==> src/rtl/gate_bist_pkg.sv <==
// Shared types and helpers for the universal-gate self-test sequencer.
package gate_bist_pkg;

    typedef enum logic [1:0] {
        IDLE   = 2'd0,
        SETTLE = 2'd1,
        SAMPLE = 2'd2,
        DONE   = 2'd3
    } state_t;

    localparam int unsigned NUM_VECTORS = 4;
    localparam int unsigned IDX_W       = 2;
    localparam int unsigned CNT_W       = 4;
    localparam int unsigned ERR_W       = 8;

    // Golden truth table of the gate stage, returned as {nand, nor}.
    function automatic logic [1:0] expect_gate(input logic a, input logic b);
        return {~(a & b), ~(a | b)};
    endfunction

endpackage

==> src/rtl/gate_bist_sequencer.sv <==
// Drives all {a,b} vectors into the NAND/NOR gate, samples after a settle window
// and accumulates a per-vector failure mask plus a saturating mismatch count.
module gate_bist_sequencer
    import gate_bist_pkg::*;
#(
    parameter int unsigned SETTLE_CYCLES = 2,
    parameter int unsigned NUM_PASSES    = 1
) (
    input  logic                   clk,
    input  logic                   rst_n,
    input  logic                   start,
    output logic                   a,
    output logic                   b,
    input  logic                   nand_in,
    input  logic                   nor_in,
    output logic                   busy,
    output logic                   done,
    output logic                   pass,
    output logic [NUM_VECTORS-1:0] fail_mask,
    output logic [ERR_W-1:0]       err_count
);

    state_t                   state_q, state_d;
    logic [CNT_W-1:0]         settle_q, settle_d;
    logic [IDX_W-1:0]         idx_q, idx_d;
    logic [CNT_W-1:0]         pass_cnt_q, pass_cnt_d;
    logic                     a_d, b_d, busy_d, done_d, pass_d;
    logic [NUM_VECTORS-1:0]   fail_mask_d;
    logic [ERR_W-1:0]         err_count_d;

    logic [1:0]               exp_c;
    logic                     miss_nand_c, miss_nor_c;
    logic [ERR_W:0]           err_sum_c;
    logic [NUM_VECTORS-1:0]   hit_c;
    logic                     last_c;

    // State and all registered outputs
    always_ff @(posedge clk) begin
        if (!rst_n) begin
            state_q    <= IDLE;
            settle_q   <= '0;
            idx_q      <= '0;
            pass_cnt_q <= '0;
            a          <= 1'b0;
            b          <= 1'b0;
            busy       <= 1'b0;
            done       <= 1'b0;
            pass       <= 1'b0;
            fail_mask  <= '0;
            err_count  <= '0;
        end else begin
            state_q    <= state_d;
            settle_q   <= settle_d;
            idx_q      <= idx_d;
            pass_cnt_q <= pass_cnt_d;
            a          <= a_d;
            b          <= b_d;
            busy       <= busy_d;
            done       <= done_d;
            pass       <= pass_d;
            fail_mask  <= fail_mask_d;
            err_count  <= err_count_d;
        end
    end

    // Next-state and next-output logic
    always_comb begin
        state_d     = state_q;
        settle_d    = settle_q;
        idx_d       = idx_q;
        pass_cnt_d  = pass_cnt_q;
        a_d         = a;
        b_d         = b;
        busy_d      = busy;
        done_d      = 1'b0;
        pass_d      = pass;
        fail_mask_d = fail_mask;
        err_count_d = err_count;

        exp_c       = expect_gate(a, b);
        miss_nand_c = nand_in ^ exp_c[1];
        miss_nor_c  = nor_in ^ exp_c[0];
        err_sum_c   = {1'b0, err_count} + {{ERR_W{1'b0}}, miss_nand_c}
                                        + {{ERR_W{1'b0}}, miss_nor_c};
        hit_c       = '0;
        hit_c[idx_q] = miss_nand_c | miss_nor_c;
        last_c      = (idx_q == IDX_W'(NUM_VECTORS - 1)) &&
                      (pass_cnt_q == CNT_W'(NUM_PASSES - 1));

        case (state_q)
            IDLE: begin
                busy_d = 1'b0;
                if (start) begin
                    state_d     = SETTLE;
                    busy_d      = 1'b1;
                    a_d         = 1'b0;
                    b_d         = 1'b0;
                    idx_d       = '0;
                    pass_cnt_d  = '0;
                    settle_d    = '0;
                    fail_mask_d = '0;
                    err_count_d = '0;
                    pass_d      = 1'b0;
                end
            end
            SETTLE: begin
                if (settle_q == CNT_W'(SETTLE_CYCLES - 1)) begin
                    state_d = SAMPLE;
                end else begin
                    settle_d = settle_q + CNT_W'(1);
                end
            end
            SAMPLE: begin
                fail_mask_d = fail_mask | hit_c;
                err_count_d = err_sum_c[ERR_W] ? '1 : err_sum_c[ERR_W-1:0];
                if (last_c) begin
                    state_d = DONE;
                    busy_d  = 1'b0;
                    done_d  = 1'b1;
                    pass_d  = (fail_mask_d == '0);
                end else begin
                    // Vector index wraps naturally in IDX_W bits
                    idx_d = idx_q + IDX_W'(1);
                    if (idx_q == IDX_W'(NUM_VECTORS - 1)) begin
                        pass_cnt_d = pass_cnt_q + CNT_W'(1);
                    end
                    {a_d, b_d} = idx_d;
                    settle_d   = '0;
                    state_d    = SETTLE;
                end
            end
            DONE: begin
                state_d = IDLE;
            end
            default: state_d = IDLE;
        endcase
    end

endmodule
==> config.mk <==
export PLATFORM = sky130hd
export DESIGN_NAME = gate_bist_sequencer
export DESIGN_NICKNAME = d
export VERILOG_FILES = /design/src/rtl/gate_bist_pkg.sv /design/src/rtl/gate_bist_sequencer.sv
export SDC_FILE = /design/constraint.sdc
export NUM_CORES = 1
export LEC_CHECK = 0
export ABC_AREA = 1
export BUFFER_PORTS_ARGS = -buffer_cell sky130_fd_sc_hd__buf_2
export CORE_UTILIZATION = 33
export DETAILED_ROUTE_END_ITERATION = 12
export GPL_TIMING_DRIVEN = 0
export PLACE_DENSITY = 0.57
export SYNTH_ARGS = -nofsm -noshare
export SYNTH_HDL_FRONTEND = slang
export SYNTH_SLANG_ARGS = --single-unit
==> constraint.sdc <==
create_clock -name clk -period 2.98 [get_ports clk]
set_clock_uncertainty 0.15 [all_clocks]
set_input_delay 0.596 -clock clk [delete_from_list [all_inputs] [get_ports clk]]
set_output_delay 0.596 -clock clk [all_outputs]
set_load 0.005 [all_outputs]
==> flow_metrics.tcl <==
set metrics [dict create \
    final_cell_mix "nand2_1 (53), dfxtp_1 (27), inv_1 (26), a21oi_1 (21), buf_2 (21)" \
    crit_required_ns 3.03 \
    drive_gt1_share_pct 17.3 \
    grt-ovfl-total 0 \
    outcome "completed" \
    clock-sinks 27 \
    cts_tree "done" \
    coreArea_sq_um 4350 \
    cts_max_level 1 \
    p_leak_uw 0.000736 \
    final_common_cell "nand2_1" \
    ys_seq_area_share_pct 36.3 \
    placedCellCount 285 \
    hold_buffers 0 \
    arrival_ns 2.72 \
    grt_pass1_wl_mm 5.42 \
    hold_class "reg -> reg" \
    setup-violations-final 0 \
    final.setup.tns_ns 0 \
    seq_area_sq_um 541 \
    multi_input_area_sq_um 831 \
    area_growth_pct 14.8 \
    critPathMaxFanout 6 \
    power_per_cell_area_nw_per_um2 452 \
    fmax_mhz 376 \
    wl_per_cell_um 11.0 \
    ir_drop_v 0.000180 \
    grt_max_degree 15 \
    gp_congestion 0.764 \
    synth_edf_count 0 \
    synth_warnings 0 \
    diodes 0 \
    synthDistinctLibCells 25 \
    layout.cells.non_filler 289 \
    drtIter0Drc 51 \
    nets 254 \
    path_class "reg -> reg" \
    dp_slack_ns 0.216 \
    routed_wirelength_mm 3.17 \
    syn_inst 212 \
    die_area_sq_um 4790 \
    regToRegSetupSlack_ns 0.32 \
    ys_seq_elements 27 \
    ctsResizeCount 0 \
    start_kind "flop" \
    ios 22 \
    min_period_ns 2.66 \
    initial_core_util_pct 34.2 \
    first_pass_iters 4 \
    slew_headroom_pct 63.8 \
    cp-end-kind "flop" \
    root_buffer "clkbuf_8" \
    grt_pass1_vias 1247 \
    track_usage_pct 13.8 \
    die_w_um 69.2 \
    synthesis.nets 228 \
    fin_crit_sh_pct 89.3 \
    synth-main-ff-cell "dfxtp_1" \
    dp_hpwl_mm 2.39 \
    hold_violations 0 \
    grt_setup_unrepaired "no" \
    numCtsBuffers 3 \
    fp-row-count 24 \
    via_per_inst 4.67 \
    worst_pin_slew_ns 0.543 \
    fin_ws_ns 0.318 \
    async_reset_ff_share_pct 0 \
    antenna_found_initial 0 \
    synth_area_per_cell_sq_um 7.03 \
    maxCapViolations 0 \
    die_h_um 69.2 \
    route.detailed.drc 0 \
    clock_path_buffers 2 \
    clock_latency_ns 0.27 \
    syn_area_sq_um 1490 \
    cts_setup_buffers 0 \
    clkTransAtPathRegs_ns 0.09 \
    fillers 465 \
    ant_nets 0 \
    drv_slew 0 \
    vias 1349 \
    port-buffer-count 21 \
]
cell families (layout without fill, tap and decap cells):
family,after synthesis,in the layout,share of synthesized area (%)
and+or+nand+nor,95,95,27.5
buffers and inverters,32,57,8.31
xor gates and xnor gates,5,5,2.94
AOI/OAI and AO/OA,42,42,15.3
DFF,27,27,36.3
adders and majority gates,11,11,9.74
critical path, cell delays in order (launching register included):
cell	delay, ns
dfxtp_1	0.44
ha_2	0.30
inv_1	0.09
nand2_1	0.06
nand2_1	0.07
fa_1	0.36
inv_1	0.08
ha_1	0.17
nand2_1	0.10
nor3_2	0.18
nand2_1	0.12
nor2_2	0.19
o21ai_0	0.11
a21oi_1	0.15
area by class of cell:
| type | count | area share [%] |
|---|---|---|
| Timing Repair Buffer | 21 | 6.14 |
| Buffer | 4 | 1.10 |
| Sequential cell | 27 | 31.6 |
| Inverter | 28 | 6.14 |
| Multi-Input combinational cell | 153 | 48.6 |
| Tap cell | 52 | 3.80 |
| Clock buffer | 4 | 2.63 |
through the flow:
stage / util, % / instance area (sq um) / hold slack [ns] / total power (uW)
2_1_floorplan: - / 1490 / 0.310 / 528
3_3_place_gp: 38.1 / 1660 / 0.303 / 571
3_5_place_dp: 38.1 / 1660 / 0.307 / 574
4_1_cts: 39.2 / 1710 / 0.324 / 788
5_1_grt: 39.3 / 1710 / 0.333 / 828
6_report: 39.3 / 1710 / 0.322 / 772
synthesized netlist by cell type, types with 2 or more instances:
| cell | n | area [sq um] |
|---|---|---|
| dfxtp_1 | 27 | 541 |
| o21ai_0 | 15 | 75.1 |
| nor2_1 | 21 | 78.8 |
| ha_1 | 10 | 125 |
| nor2_2 | 3 | 18.8 |
| a21oi_1 | 21 | 105 |
| nand3_1 | 11 | 55.1 |
| inv_2 | 2 | 7.51 |
| clkbuf_1 | 3 | 11.3 |
| nand2_2 | 2 | 12.5 |
| nand2_1 | 53 | 199 |
| xor2_1 | 4 | 35.0 |
| a21oi_2 | 3 | 26.3 |
| inv_1 | 26 | 97.6 |
state kept, by name, indices dropped and copies added (netlist names):
register and cells:
fail_mask 4, done 1, err_count 8, settle_q 4
pass 1, state_q 2, idx_q 2, pass_cnt_q 4
busy 1
layer usage:
metal | vias up | track usage, % | share of wire (%)
met5 | - | 0 | 0
met4 | 0 | 6.12 | 1.9
met3 | 5 | 1.02 | 2.1
met2 | 21 | 22.9 | 46
met1 | 601 | 18.3 | 50
li1 | 722 | - | -
worst paths after layout:
check / start / to / cells past startpoint
min: pass / pass / 2
max: idx_q[0] / err_count[3] / 13
min reg2reg: pass / pass / 2
max reg2reg: idx_q[0] / err_count[3] / 13
power by group:
group	internal (uW)	leakage (uW)	switching [uW]
registers	380	0.000219	21.2
clock network	95.8	0.0000228	112
logic	56.7	0.000494	106
total	532	0.000736	240
Note: power is estimated with default switching activity, not from simulation.
